[config.mk]
export PLATFORM = sky130hd
export DESIGN_NAME = peri_uart_fifo
export DESIGN_NICKNAME = d
export VERILOG_FILES = /design/src/rtl/peri_uart_pkg.sv /design/src/rtl/peri_uart_fifo_sync_fifo.sv /design/src/rtl/peri_uart_fifo.sv
export SDC_FILE = /design/constraint.sdc
export NUM_CORES = 1
export LEC_CHECK = 0
export ABC_AREA = 0
export CORE_MARGIN = 2
export CORE_UTILIZATION = 55
export DETAILED_ROUTE_END_ITERATION = 8
export PLACE_DENSITY_LB_ADDON = 0.08
export SLEW_MARGIN = 40
export SYNTH_ARGS = -nofsm -noshare
export SYNTH_HDL_FRONTEND = slang
export SYNTH_HIERARCHICAL = 1
export SYNTH_SLANG_ARGS = --single-unit
[constraint.sdc]
create_clock -name clk -period 9.1 [get_ports clk]
set_input_delay 0.91 -clock clk [delete_from_list [all_inputs] [get_ports clk]]
set_output_delay 0.91 -clock clk [all_outputs]
set_load 0.02 [all_outputs]
[src/rtl/peri_uart_pkg.sv]
// rtl/peri_uart_pkg.sv - register map, status/enable bit indices and TX FSM states for the UART block
package peri_uart_pkg;

    localparam logic [31:0] DR_OFS  = 32'h0;
    localparam logic [31:0] SR_OFS  = 32'h4;
    localparam logic [31:0] IER_OFS = 32'h8;

    localparam int SR_RX_NOT_EMPTY = 0;
    localparam int SR_RX_FULL      = 1;
    localparam int SR_TX_EMPTY     = 2;
    localparam int SR_TX_FULL      = 3;
    localparam int SR_RXOVR        = 4;
    localparam int SR_TXOVR        = 5;
    localparam int SR_TX_BUSY      = 6;

    localparam int IER_RX_NE  = 0;
    localparam int IER_TX_EMP = 1;
    localparam int IER_OVR    = 2;

    typedef enum logic {
        TX_IDLE = 1'b0,
        TX_SEND = 1'b1
    } tx_state_t;

endpackage

[src/rtl/peri_uart_fifo_sync_fifo.sv]
// rtl/peri_uart_fifo_sync_fifo.sv - single-clock FIFO with combinational head and extra-MSB pointers
module sync_fifo #(
    parameter int WIDTH = 8,
    parameter int DEPTH = 8
) (
    input  logic                     clk,
    input  logic                     rst,
    input  logic                     push,
    input  logic                     pop,
    input  logic [WIDTH-1:0]         din,
    output logic [WIDTH-1:0]         dout,
    output logic                     full,
    output logic                     empty,
    output logic [$clog2(DEPTH):0]   count
);
    localparam int AW = $clog2(DEPTH);
    localparam logic [AW:0] PTR_ONE = {{AW{1'b0}}, 1'b1};

    logic [WIDTH-1:0] r_mem [DEPTH];
    logic [AW:0]      r_wr_ptr;
    logic [AW:0]      r_rd_ptr;
    logic             w_do_push;
    logic             w_do_pop;

    assign empty = (r_wr_ptr == r_rd_ptr);
    assign full  = (r_wr_ptr[AW] != r_rd_ptr[AW]) && (r_wr_ptr[AW-1:0] == r_rd_ptr[AW-1:0]);
    assign count = r_wr_ptr - r_rd_ptr;
    assign dout  = r_mem[r_rd_ptr[AW-1:0]];

    // A push into a full FIFO is accepted only when the head leaves in the same cycle.
    assign w_do_pop  = pop & ~empty;
    assign w_do_push = push & (~full | w_do_pop);

    always_ff @(posedge clk or posedge rst) begin
        if (rst) begin
            r_wr_ptr <= '0;
            r_rd_ptr <= '0;
        end else begin
            if (w_do_push) r_wr_ptr <= r_wr_ptr + PTR_ONE;
            if (w_do_pop)  r_rd_ptr <= r_rd_ptr + PTR_ONE;
        end
    end

    always_ff @(posedge clk) begin
        if (w_do_push) r_mem[r_wr_ptr[AW-1:0]] <= din;
    end

endmodule

[src/rtl/peri_uart_fifo.sv]
// rtl/peri_uart_fifo.sv - memory-mapped UART register block with TX/RX FIFOs, status, IER and overrun flags
module peri_uart_fifo
    import peri_uart_pkg::*;
#(
    parameter logic [31:0] BASE_ADDR = 32'h20000,
    parameter int          TX_DEPTH  = 8,
    parameter int          RX_DEPTH  = 8
) (
    input  logic        clk,
    input  logic        rst,
    input  logic [31:0] rdaddress,
    input  logic        rden,
    output logic [31:0] rdata,
    input  logic [31:0] wraddress,
    input  logic [31:0] wdata,
    input  logic [3:0]  wrbyteena,
    input  logic        wren,
    output logic [7:0]  tx_data,
    output logic        tx_data_valid,
    input  logic        tx_data_ack,
    input  logic [7:0]  rx_data,
    input  logic        rx_data_fresh,
    output logic        uart_intr
);
    localparam int TXCW = $clog2(TX_DEPTH) + 1;
    localparam int RXCW = $clog2(RX_DEPTH) + 1;

    logic            w_rd_dr, w_rd_sr, w_rd_ier;
    logic            w_wr_en, w_wr_dr, w_wr_sr, w_wr_ier;
    logic [7:0]      w_tx_dout, w_rx_dout;
    logic            w_tx_full, w_tx_empty, w_rx_full, w_rx_empty;
    logic [TXCW-1:0] w_tx_count;
    logic [RXCW-1:0] w_rx_count;
    logic            w_tx_pop, w_tx_busy;
    logic            w_rxovr_set, w_txovr_set;
    logic [31:0]     w_sr;
    logic            w_unused;
    tx_state_t       r_state, w_state_next;
    logic [7:0]      r_tx_data;
    logic [31:0]     r_rdata;
    logic [2:0]      r_ier;
    logic            r_rxovr, r_txovr, r_intr;

    assign w_unused = ^{wdata[31:8], wrbyteena[3:1]};

    assign w_rd_dr  = rden && (rdaddress == BASE_ADDR + DR_OFS);
    assign w_rd_sr  = rden && (rdaddress == BASE_ADDR + SR_OFS);
    assign w_rd_ier = rden && (rdaddress == BASE_ADDR + IER_OFS);
    assign w_wr_en  = wren & wrbyteena[0];
    assign w_wr_dr  = w_wr_en && (wraddress == BASE_ADDR + DR_OFS);
    assign w_wr_sr  = w_wr_en && (wraddress == BASE_ADDR + SR_OFS);
    assign w_wr_ier = w_wr_en && (wraddress == BASE_ADDR + IER_OFS);

    sync_fifo #(.WIDTH(8), .DEPTH(TX_DEPTH)) u_tx_fifo (
        .clk(clk), .rst(rst), .push(w_wr_dr), .pop(w_tx_pop), .din(wdata[7:0]),
        .dout(w_tx_dout), .full(w_tx_full), .empty(w_tx_empty), .count(w_tx_count)
    );

    sync_fifo #(.WIDTH(8), .DEPTH(RX_DEPTH)) u_rx_fifo (
        .clk(clk), .rst(rst), .push(rx_data_fresh), .pop(w_rd_dr), .din(rx_data),
        .dout(w_rx_dout), .full(w_rx_full), .empty(w_rx_empty), .count(w_rx_count)
    );

    // Overruns only when the full FIFO is not draining in the same cycle.
    assign w_rxovr_set = rx_data_fresh & w_rx_full & ~w_rd_dr;
    assign w_txovr_set = w_wr_dr & w_tx_full & ~w_tx_pop;

    always_comb begin
        w_state_next = r_state;
        w_tx_pop     = 1'b0;
        case (r_state)
            TX_IDLE: if (!w_tx_empty) begin
                w_tx_pop     = 1'b1;
                w_state_next = TX_SEND;
            end
            TX_SEND: if (tx_data_ack) w_state_next = TX_IDLE;
            default: w_state_next = TX_IDLE;
        endcase
    end

    always_ff @(posedge clk or posedge rst) begin
        if (rst) begin
            r_state   <= TX_IDLE;
            r_tx_data <= '0;
        end else begin
            r_state <= w_state_next;
            if (w_tx_pop) r_tx_data <= w_tx_dout;
        end
    end

    assign w_tx_busy     = (r_state == TX_SEND);
    assign tx_data_valid = w_tx_busy;
    assign tx_data       = r_tx_data;

    always_comb begin
        w_sr                  = '0;
        w_sr[SR_RX_NOT_EMPTY] = ~w_rx_empty;
        w_sr[SR_RX_FULL]      = w_rx_full;
        w_sr[SR_TX_EMPTY]     = w_tx_empty;
        w_sr[SR_TX_FULL]      = w_tx_full;
        w_sr[SR_RXOVR]        = r_rxovr;
        w_sr[SR_TXOVR]        = r_txovr;
        w_sr[SR_TX_BUSY]      = w_tx_busy;
        w_sr[15:8]            = 8'(w_rx_count);
        w_sr[23:16]           = 8'(w_tx_count);
    end

    always_ff @(posedge clk or posedge rst) begin
        if (rst) begin
            r_rdata <= '0;
            r_ier   <= '0;
            r_rxovr <= 1'b0;
            r_txovr <= 1'b0;
            r_intr  <= 1'b0;
        end else begin
            if (w_rd_dr)       r_rdata <= w_rx_empty ? 32'h0 : {24'h0, w_rx_dout};
            else if (w_rd_sr)  r_rdata <= w_sr;
            else if (w_rd_ier) r_rdata <= {29'h0, r_ier};
            else               r_rdata <= '0;
            if (w_wr_ier) r_ier <= wdata[2:0];
            r_rxovr <= w_rxovr_set | (r_rxovr & ~(w_wr_sr & wdata[SR_RXOVR]));
            r_txovr <= w_txovr_set | (r_txovr & ~(w_wr_sr & wdata[SR_TXOVR]));
            r_intr  <= (r_ier[IER_RX_NE] & ~w_rx_empty)
                     | (r_ier[IER_TX_EMP] & w_tx_empty & ~w_tx_busy)
                     | (r_ier[IER_OVR] & (r_rxovr | r_txovr));
        end
    end

    assign rdata     = r_rdata;
    assign uart_intr = r_intr;

endmodule
==> run summary, run 1 <==
Status = finished clean
Yosys Warn Count = 6
DR vias/cell = 5.61
Final hold viol count = 0
Flops & latches, synth = 175
Mapped Area = 7600 µm²
R2R depth = 9
Gpl congestion = 0.816
Multi-input gate area = 2380 µm²
Min Hold Slack = 0.507 ns
Starting Density = 57.0%
Vias = 4,474
Width of the die = 122 µm
H-tree depth = 4
Util after Layout = 71.4%
Clk pin slew, worst setup/hold paths = 0.06 ns
Setup_tns = 0 ns
Setup crit end kind = register
Initial antenna violation count = 0
Post-synthesis xor/xnor area fraction = 2.50%
# fillers = 904
Clock latency on the worst-skew pair = 0.42 ns
Compound-cell area share of the yosys netlist = 2.30%
Port Buf Inserts = 112
Worst R2R Start = u_tx_fifo/r_rd_ptr[2]$_DFFE_PP0P_
Simple-Gate Fraction of Synth Area = 11.5%
Die H = 122 µm
Worst Max-Slew Pin Slew = 0.737 ns
# diodes = 0
CP max FO = 6
Core footprint = 13,300 µm²
Worst r2r dst = u_tx_fifo/r_mem[6][2]$_DFFE_PP_
Post-Route WL = 16,100 µm
Crit path launch type = primary input
Critical Path AT = 3.58 ns
Rel. slew slack = 50.5%
Clock Tree Buf Depth = 2
FF+latch area = 5020 µm²
Final setup violation count = 0
Top cell type by total area after synthesis = edfxtp_1
Share of cells above drive strength 1 = 19.3%
Async S/R FF share, synth = 26.9%
Design Power = 1.84 mW
Routed length per instance = 20.2 µm
Vias in the first global route = 4,785
Total grt overflow = 0
I/O pin count = 156
Post_cts resized = 0
Avg Cell Area, Syn = 16.0 µm²
HP Class = register to register
Die ar. = 14,800 µm²
Post-synth EDFFs = 128
Dpl hpwl = 11,300 µm
Area contributors post-synth = edfxtp_1 51%, dfrtp_1 15%, mux4_2 9.5%
Crit path kind = primary input to register
Mux cell area share after synthesis = 11.9%
First-pass GRT wire length = 25,000 µm
Peak supply drop = 0.191 mV
Residual DRC = 0
Final Critical Period = 3.45 ns
Area grow syn2layout = 25.3%
Worst EP required = 9.23 ns
Largest net degree at the start of global routing = 22
Combinational family with the most area after synthesis = multiplexers
Final Cycle Share = 37.9%
Crit path to = u_tx_fifo/r_mem[6][2]$_DFFE_PP_
P per Cell Area = 194 nW/µm²
RSZ-0062 raised after global routing = false
Final slew viol count = 0
Most common cell after layout, fill and taps aside = edfxtp_1
Iteration-0 DRC Markers = 315
Synth Area in Adders = 2.17%
Hold_sp = tx_data[4]$_DFFE_PP0P_
Drt pass-1 iters = 4
TritonCTS clock tree = done
CTS sink count = 175
CTS Root Cell = clkbuf_16
Overall Global Routing Usage = 23.2%
Yosys top cell area share = 50.5%
Final ANT Viol Nets = 0
Hold_buf cts = 0
Register area share after synthesis = 66.0%
CP Launch Point = wraddress[9]
Num rows = 42
Post-CTS Setup Bufs = 0
Nets@finish = 735
Reg2reg setup slack = 5.76 ns
Leakage = 3.53 nW
Num CTS Buffers = 17
Main synth FF type = edfxtp_1
Post-synth cell types = 47
MaxCap Viol Count = 0
Highest clock rate = 290 MHz
Commonest non-fill, non-tap cells in the layout = 128 x edfxtp_1, 112 x clkdlybuf4s50_1, 56 x nand2_1
Worst Skew = 0.00807 ns
Mapped Cells = 474
[sequential cells by signal, indices dropped and copies added (netlist names), 3 cells and up]
name / cells
r_ier: 3
u_tx_fifo/r_rd_ptr: 4
tx_data: 8
u_tx_fifo/r_mem: 64
u_rx_fifo/r_mem: 64
u_rx_fifo/r_wr_ptr: 4
u_tx_fifo/r_wr_ptr: 4
rdata: 16
u_rx_fifo/r_rd_ptr: 4
[layout make-up]
class / count / share of cell area [%]
sequential: 175 / 52.7
multi-input combinational: 264 / 25.0
timing repair buffer: 129 / 13.1
clock buffer: 21 / 4.94
tap: 176 / 2.31
clock inverter: 10 / 1.10
inverter: 22 / 0.866
[cell usage after synthesis (2+ instances only)]
library cell and count:
nand4_2 2, mux4_2 32, clkbuf_1 3, nor4b_4 2, or3_4 2, nor4_1 15, nor2_1 16, xnor2_1 12
nand2_1 56, nor4_2 5, buf_4 16, inv_1 20, buf_6 2, o21ai_1 2, xnor2_2 2, a21oi_1 2
nor4_4 3, inv_2 2, and2_1 11, buf_2 6, ha_1 10, xor2_1 6, o31ai_2 2, mux2_1 5
dfrtp_1 47, nand2_4 2, nor3_1 11, nor4b_2 2, nand3_1 10, mux2_2 8, edfxtp_1 128, a21o_1 2
nand3b_1 2, o41ai_1 2, o21ai_0 7, fa_1 2, a22oi_1 6, mux2_4 2
[cell families (layout without fill, tap and decap cells)]
logic type      count (synthesis)  count (layout)
flops                         175             175
simple gates                  143             143
other cells                     1              16
xor+xnor                       20              20
buf+inv                        50             182
mux                            48              48
compound gates                 25              25
fa+ha+maj                      12              12
[critical path, stage by stage]
cell             delay [ns]
clkdlybuf4s50_1        0.42
nor4_1                 0.38
nand4_1                0.35
nor4_1                 0.30
buf_4                  0.23
nand2_1                0.08
nor3_1                 0.62
buf_4                  0.28
[report_power, final]
group | total, mW | switching, mW | internal [mW]
registers | 0.945 | 0.0318 | 0.913
logic | 0.203 | 0.109 | 0.0945
clock network | 0.697 | 0.295 | 0.401
total | 1.84 | 0.435 | 1.41
[per-layer routing]
| metal | GRT usage [%] | up-vias | wire length (µm) |
|---|---|---|---|
| met5 | 0 | - | 0 |
| met1 | 27.3 | 2280 | 6210 |
| met2 | 41.9 | 140 | 8920 |
| met4 | 7.04 | 0 | 266 |
| li1 | - | 2035 | - |
| met3 | 6.04 | 19 | 729 |
[worst min-delay path by stage]
stage / depth (start not counted) / to
3_3_place_gp: 1 / tx_data[7]$_DFFE_PP0P_
6_report: 1 / tx_data[4]$_DFFE_PP0P_
5_1_grt: 1 / tx_data[7]$_DFFE_PP0P_
3_5_place_dp: 1 / tx_data[4]$_DFFE_PP0P_
4_1_cts: 1 / tx_data[4]$_DFFE_PP0P_
2_1_floorplan: 1 / r_ier[2]$_DFFE_PP0P_
[metrics by stage]
| step | cells | setup WS [ns] | instance area, µm² |
|---|---|---|---|
| 2_1_floorplan | 489 | 5.56 | 7660 |
| 3_3_place_gp | 766 | 5.27 | 8940 |
| 3_5_place_dp | 766 | 5.22 | 8950 |
| 4_1_cts | 797 | 5.64 | 9530 |
| 5_1_grt | 797 | 5.45 | 9530 |
| 6_report | 797 | 5.65 | 9530 |
No activity file was read; power rests on OpenSTA's default activity.
==> run 2, diff against run 1 <==
--- a/config.mk
+++ b/config.mk
@@ -7,7 +7,7 @@
 export LEC_CHECK = 0
 export ABC_AREA = 0
 export CORE_MARGIN = 2
-export CORE_UTILIZATION = 55
+export CORE_UTILIZATION = 51
 export DETAILED_ROUTE_END_ITERATION = 8
 export PLACE_DENSITY_LB_ADDON = 0.08
 export SLEW_MARGIN = 40
==> constraint.sdc (replaced) <==
create_clock -name clk -period 3.2 [get_ports clk]
set_input_delay 0.32 -clock clk [delete_from_list [all_inputs] [get_ports clk]]
set_output_delay 0.32 -clock clk [all_outputs]
set_load 0.02 [all_outputs]
==> run 2 against run 1 <==
Compared with the run above: global-route usage decreased by 1.9 points; cell area increased by 2.2%; power increased to 3.1 times the previous value; setup slack got worse by 5.0 ns; clock power increased to 3.4 times the previous value; flip-flop and latch count unchanged; sequential share of layout area decreased by 1.2 points; sequential power increased to 2.8 times the previous value; non-clock buffer count increased by 14; die area increased by 7.6%; critical path depth increased by 1.
==> run summary, run 2 (synthesis results as in run 1) <==
Most common cell after layout, fill and taps aside = edfxtp_1
Peak supply drop = 0.414 mV (+120%)
Post-Route WL = 16,400 µm (+1.5%)
Worst Skew = 0.00628 ns (-0.00179 ns)
TritonCTS clock tree = done
Crit path kind = register to register
Commonest non-fill, non-tap cells in the layout = 128 x edfxtp_1, 112 x clkdlybuf4s50_1, 56 x nand2_1
H-tree depth = 4 (unchanged)
MaxCap Viol Count = 0 (unchanged)
P per Cell Area = 579 nW/µm² (+200%)
Gr busiest metal = met2
Worst EP required = 3.47 ns (-5.76 ns)
Cells after DPL = 788 (+2.9%)
Overall Global Routing Usage = 21.3% (-1.9 points)
Worst Max-Slew Pin Slew = 0.673 ns (-0.0642 ns)
Critical Path AT = 2.86 ns (-0.72 ns)
Gpl congestion = 0.781 (-4.4%)
RSZ-0062 raised after global routing = false
Psw = 1.28 mW (+190%)
Routed length per instance = 20.0 µm (-1.4%)
Clock Tree Buf Depth = 2 (unchanged)
Core footprint = 14,500 µm² (+8.9%)
Rel. slew slack = 55.1% (+4.6 points)
Flop pwr share = 47.7% (-3.5 points)
Hold_buf cts = 0 (unchanged)
Share of cells above drive strength 1 = 20.8% (+1.4 points)
Num rows = 44 (+4.8%)
Final hold viol count = 0 (unchanged)
Clk pwr share = 41.8% (+4.0 points)
Port Buf Inserts = 112 (unchanged)
CP max FO = 9 (+3)
Cell internal pwr = 4.35 mW (+210%)
DR vias/cell = 5.57 (-0.72%)
Starting Density = 52.3% (-4.6 points)
Sw frac = 22.8% (-0.82 points)
CTS sink count = 175 (unchanged)
Final ANT Viol Nets = 0 (unchanged)
GR Util met2 = 33.3% (-8.6 points)
Area grow syn2layout = 28.1%
Design Power = 5.64 mW (+210%)
Post_cts resized = 0 (unchanged)
Vias = 4,570 (+2.1%)
Final setup violation count = 0 (unchanged)
Fin cells = 820 (+2.9%)
Residual DRC = 0 (unchanged)
Dpl hpwl = 11,100 µm (-1.7%)
Post-CTS Setup Bufs = 0 (unchanged)
Clk pin slew, worst setup/hold paths = 0.06 ns (about the same)
Crit path launch type = register
Initial antenna violation count = 0 (unchanged)
# diodes = 0 (unchanged)
I/O pin count = 156 (unchanged)
Final slew viol count = 0 (unchanged)
Final Critical Period = 2.59 ns
Iteration-0 DRC Markers = 276 (-12%)
Total grt overflow = 0 (unchanged)
CTS Root Cell = clkbuf_16
Largest net degree at the start of global routing = 22 (unchanged)
Clock latency on the worst-skew pair = 0.42 ns (about the same)
Grt met1 use = 28.6% (+1.3 points)
Highest clock rate = 385 MHz
Num CTS Buffers = 17 (unchanged)
Width of the die = 126 µm (+3.7%)
Leakage = 3.65 nW (+3.3%)
Comb pwr share = 10.5% (-0.5 points)
Status = finished clean
Drt pass-1 iters = 4 (unchanged)
Met3 usage = 6.67% (+0.63 points)
Die H = 126 µm (+3.7%)
Final Cycle Share = 81.1%
First-pass GRT wire length = 25,400 µm (+1.5%)
HP Class = primary input to async pin
Die ar. = 15,900 µm² (+7.6%)
Nets@finish = 749 (+1.9%)
Setup crit end kind = register
Vias in the first global route = 4,709 (-1.6%)
run 2: changes by cell type in the layout (fill, tap and decap cells not counted), moves of 3 or more:
cell | before | now
inv_6 | 2 | 5
clkbuf_8 | 3 | 0
bufinv_16 | 1 | 6
buf_4 | 17 | 31
clkinv_4 | 3 | 0
run 2: final timing paths:
check	from	end	slack [ns]	depth (start not counted)
max	u_tx_fifo/r_wr_ptr[0]$_DFFE_PP0P_	u_tx_fifo/r_wr_ptr[3]$_DFFE_PP0P_	0.61	9
min	rst	u_tx_fifo/r_wr_ptr[2]$_DFFE_PP0P_	0.25	2
max reg2reg	u_tx_fifo/r_wr_ptr[0]$_DFFE_PP0P_	u_tx_fifo/r_wr_ptr[3]$_DFFE_PP0P_	0.61	9
min reg2reg	tx_data[6]$_DFFE_PP0P_	tx_data[6]$_DFFE_PP0P_	0.51	1
max in group asynchronous	rst	rdata[10]$_DFF_PP0_	2.32	3
min in group clk	tx_data_ack	tx_data_valid$_DFF_PP0_	0.46	2
run 2: power groups by stage:
| stage | Sequential [mW] | Clock [mW] | Combinational (mW) |
|---|---|---|---|
| 4_1_cts | 2.68 | 2.40 | 0.597 |
| 2_1_floorplan | 2.70 | 0 | 0.337 |
| 3_3_place_gp | 2.71 | 0 | 0.571 |
| 3_5_place_dp | 2.73 | 0 | 0.592 |
| 6_report | 2.69 | 2.36 | 0.591 |
| 5_1_grt | 2.70 | 2.50 | 0.646 |
run 2: area by class of cell:
cell class                 instances  area [µm²]
clock buffer                      18         429
clock inverter                    14         250
fill                            1022        4790
inverter                          22        82.6
multi-input combinational        264        2380
sequential                       175        5020
tap                              184         230
timing repair buffer             143        1350
run 2: through the flow:
stage                     TNS, ns  util, %  area, µm²  worst slack, ns  hold slack [ns]
after global routing            0     67.0       9740            0.384            0.284
after floorplan             -4.11        -       7660           -0.253            0.136
after detailed placement        0     62.4       9060            0.307            0.498
final                           0     67.0       9740            0.605            0.247
after CTS                       0     67.0       9740            0.588            0.240
after global placement          0     62.3       9060            0.178            0.489
run 2: worst max-delay path, stage by stage (launching register included):
cell	delay, ns
dfrtp_1	0.48
inv_1	0.11
ha_1	0.31
nand3_1	0.11
nor2_1	0.31
nor2_1	0.10
buf_4	0.17
o31ai_2	0.42
nor2_2	0.24
xor2_1	0.19
run 2: routing by layer:
layer  vias to the layer above  part of all wire [%]
met2                       201                    48
met4                         0                   1.6
met5                         -                     0
li1                       2069                     -
met3                        20                   9.0
met1                      2280                    41
==> run 3, diff against run 2 <==
--- a/config.mk
+++ b/config.mk
@@ -7,7 +7,7 @@
 export LEC_CHECK = 0
 export ABC_AREA = 0
 export CORE_MARGIN = 2
-export CORE_UTILIZATION = 51
+export CORE_UTILIZATION = 46
 export DETAILED_ROUTE_END_ITERATION = 8
 export PLACE_DENSITY_LB_ADDON = 0.08
 export SLEW_MARGIN = 40
==> constraint.sdc (replaced) <==
create_clock -name clk -period 2.1 [get_ports clk]
set_input_delay 0.21 -clock clk [delete_from_list [all_inputs] [get_ports clk]]
set_output_delay 0.21 -clock clk [all_outputs]
set_load 0.02 [all_outputs]
==> run 3 against run 2 <==
Compared with the run above: global-route usage fell by 1.2 points; clock power rose by 32%; clock-buffer cell count rose by 1; flip-flop and latch count did not move; clock skew rose by 0.0053 ns; maximum frequency rose by 28%; critical endpoint is now u_tx_fifo/r_mem[6][7]$_DFFE_PP_; via count rose by 0.20%; power rose by 49%; worst hold slack got worse by 0.045 ns; non-clock buffer count rose by 32.
==> run summary, run 3 (synthesis results as in run 1) <==
CP delay by family, top = simple AND/OR/NAND/NOR gates
Final Cycle Share = 96.7% (+16 points)
Share of cells above drive strength 1 = 28.6% (+7.8 points)
Highest clock rate = 493 MHz (+28%)
Vias = 4,579 (+0.20%)
Critical path cell sequence = inv_2 > ha_4 > nand3_4 > nor2_4 > nor2_4 > o31ai_4 > buf_6 > nor3_4 > buf_12
CTS Root Cell = clkbuf_16
Crit path largest cell delay = 0.41 ns (-0.07 ns)
Initial antenna violation count = 0 (unchanged)
Dpl hpwl = 12,200 µm (+9.9%)
Gpl congestion = 0.760 (-2.7%)
Iteration-0 DRC Markers = 324 (+17%)
Total grt overflow = 0 (unchanged)
Most frequent CP cell = nor2_4
Drt pass-1 iters = 5 (+1)
Port Buf Inserts = 112 (unchanged)
Util after Layout = 63.6% (-3.5 points)
CTS sink count = 175 (unchanged)
HP Class = primary input to async pin
Final ANT Viol Nets = 0 (unchanged)
Final setup violation count = 0 (unchanged)
Status = finished clean
Core footprint = 16,300 µm² (+12%)
Die H = 133 µm (+5.1%)
Overall Global Routing Usage = 20.0% (-1.2 points)
Setup crit end kind = register
Starting Density = 46.5% (-5.8 points)
Clock latency on the worst-skew pair = 0.43 ns (about the same)
Clock Tree Buf Depth = 2 (unchanged)
Residual DRC = 0 (unchanged)
Clk pin slew, worst setup/hold paths = 0.07 ns (about the same)
P per Cell Area = 808 nW/µm² (+40%)
DR vias/cell = 5.16 (-7.5%)
Num CTS Buffers = 17 (unchanged)
Leakage = 3.84 nW (+5.1%)
Vias in the first global route = 4,800 (+1.9%)
# diodes = 0 (unchanged)
First-pass GRT wire length = 26,500 µm (+4.4%)
Die ar. = 17,600 µm² (+11%)
Fin area = 10,400 µm² (+6.7%)
Most common cell after layout, fill and taps aside = edfxtp_1
Nets@finish = 781 (+4.3%)
Setup_tns = 0 ns (unchanged)
Critical Path AT = 2.17 ns (-0.69 ns)
Final slew viol count = 0 (unchanged)
Critical path buffer and inverter count = 3 (+1)
CP max FO = 8 (-1)
Worst EP required = 2.24 ns (-1.23 ns)
Hold_buf cts = 0 (unchanged)
Crit path launch type = register
CP max-delay cell = dfrtp_2
DP Area = 9750 µm² (+7.6%)
Peak supply drop = 0.605 mV (+46%)
Post-Route WL = 16,600 µm (+1.4%)
Final worst slack = 0.0702 ns (-0.535 ns)
Placement Setup Slack = -0.395 ns (-0.702 ns)
MaxCap Viol Count = 0 (unchanged)
Commonest non-fill, non-tap cells in the layout = 128 x edfxtp_1, 112 x clkdlybuf4s50_1, 55 x nand2_1
Area grow syn2layout = 36.7%
Design Power = 8.39 mW (+49%)
Routed length per instance = 18.7 µm (-6.4%)
Final Critical Period = 2.03 ns (-0.565 ns)
# fillers = 1,215 (+19%)
H-tree depth = 4 (unchanged)
Crit path kind = register to register
I/O pin count = 156 (unchanged)
Width of the die = 133 µm (+5.1%)
Largest net degree at the start of global routing = 32 (+45%)
Final hold viol count = 0 (unchanged)
TritonCTS clock tree = done
Worst Skew = 0.0116 ns (+0.00532 ns)
Num rows = 47 (+6.8%)
==> run 3: changes by cell type in the layout (fill, tap and decap cells not counted), moves of 5 or more <==
cell / before / now
buf_12: 0 / 11
nor3_4: 0 / 9
nor4_1: 15 / 10
nor4_4: 3 / 9
buf_4: 31 / 49
nor3_1: 11 / 1
==> run 3: final timing paths <==
check	start	endpoint	slack [ns]	cells after the start
min reg2reg	tx_data[5]$_DFFE_PP0P_	tx_data[5]$_DFFE_PP0P_	0.50	1
min	rst	u_tx_fifo/r_rd_ptr[1]$_DFFE_PP0P_	0.20	2
max	u_tx_fifo/r_wr_ptr[0]$_DFFE_PP0P_	u_tx_fifo/r_mem[6][7]$_DFFE_PP_	0.07	9
max reg2reg	u_tx_fifo/r_wr_ptr[0]$_DFFE_PP0P_	u_tx_fifo/r_mem[6][7]$_DFFE_PP_	0.07	9
max in group asynchronous	rst	rdata[3]$_DFF_PP0_	1.44	3
min in group clk	tx_data_ack	tx_data_valid$_DFF_PP0_	0.34	2
==> run 3: layout make-up <==
cell class                 instances  area [µm²]  area share (%)
timing repair buffer             175        1740            16.8
inverter                          22        85.1           0.819
multi-input combinational        264        2680            25.8
clock inverter                    13         154            1.48
sequential                       175        5020            48.3
tap                              220         275            2.65
clock buffer                      19         433            4.17
==> run 3: per-stage QoR <==
stage	hold slack [ns]	cells
4_1_cts	0.179	887
3_5_place_dp	0.497	854
5_1_grt	0.213	888
3_3_place_gp	0.490	854
2_1_floorplan	0.0255	489
6_report	0.202	888
==> run 3: what timing repair did <==
action,CTS,global route
buffers inserted,1,1
setup endpoints to repair,21,59
pin swaps,1,6
gates resized for setup,0,8
==> run 3: power by group <==
group | internal, mW | leakage, nW | total, mW | switching [mW]
Sequential | 3.96 | 1.79 | 4.03 | 0.0770
Clock | 1.78 | 0.278 | 3.11 | 1.34
Combinational | 0.579 | 1.77 | 1.24 | 0.663
==> run 3: metal layers <==
layer	global-route usage, %	part of all wire, %	routed length [µm]	vias to the layer above
met2	33.4	51	8460	104
met5	0	0	0	-
met4	5.38	0.99	164	0
li1	-	-	-	2135
met3	4.48	3.3	551	12
met1	26.8	45	7420	2328
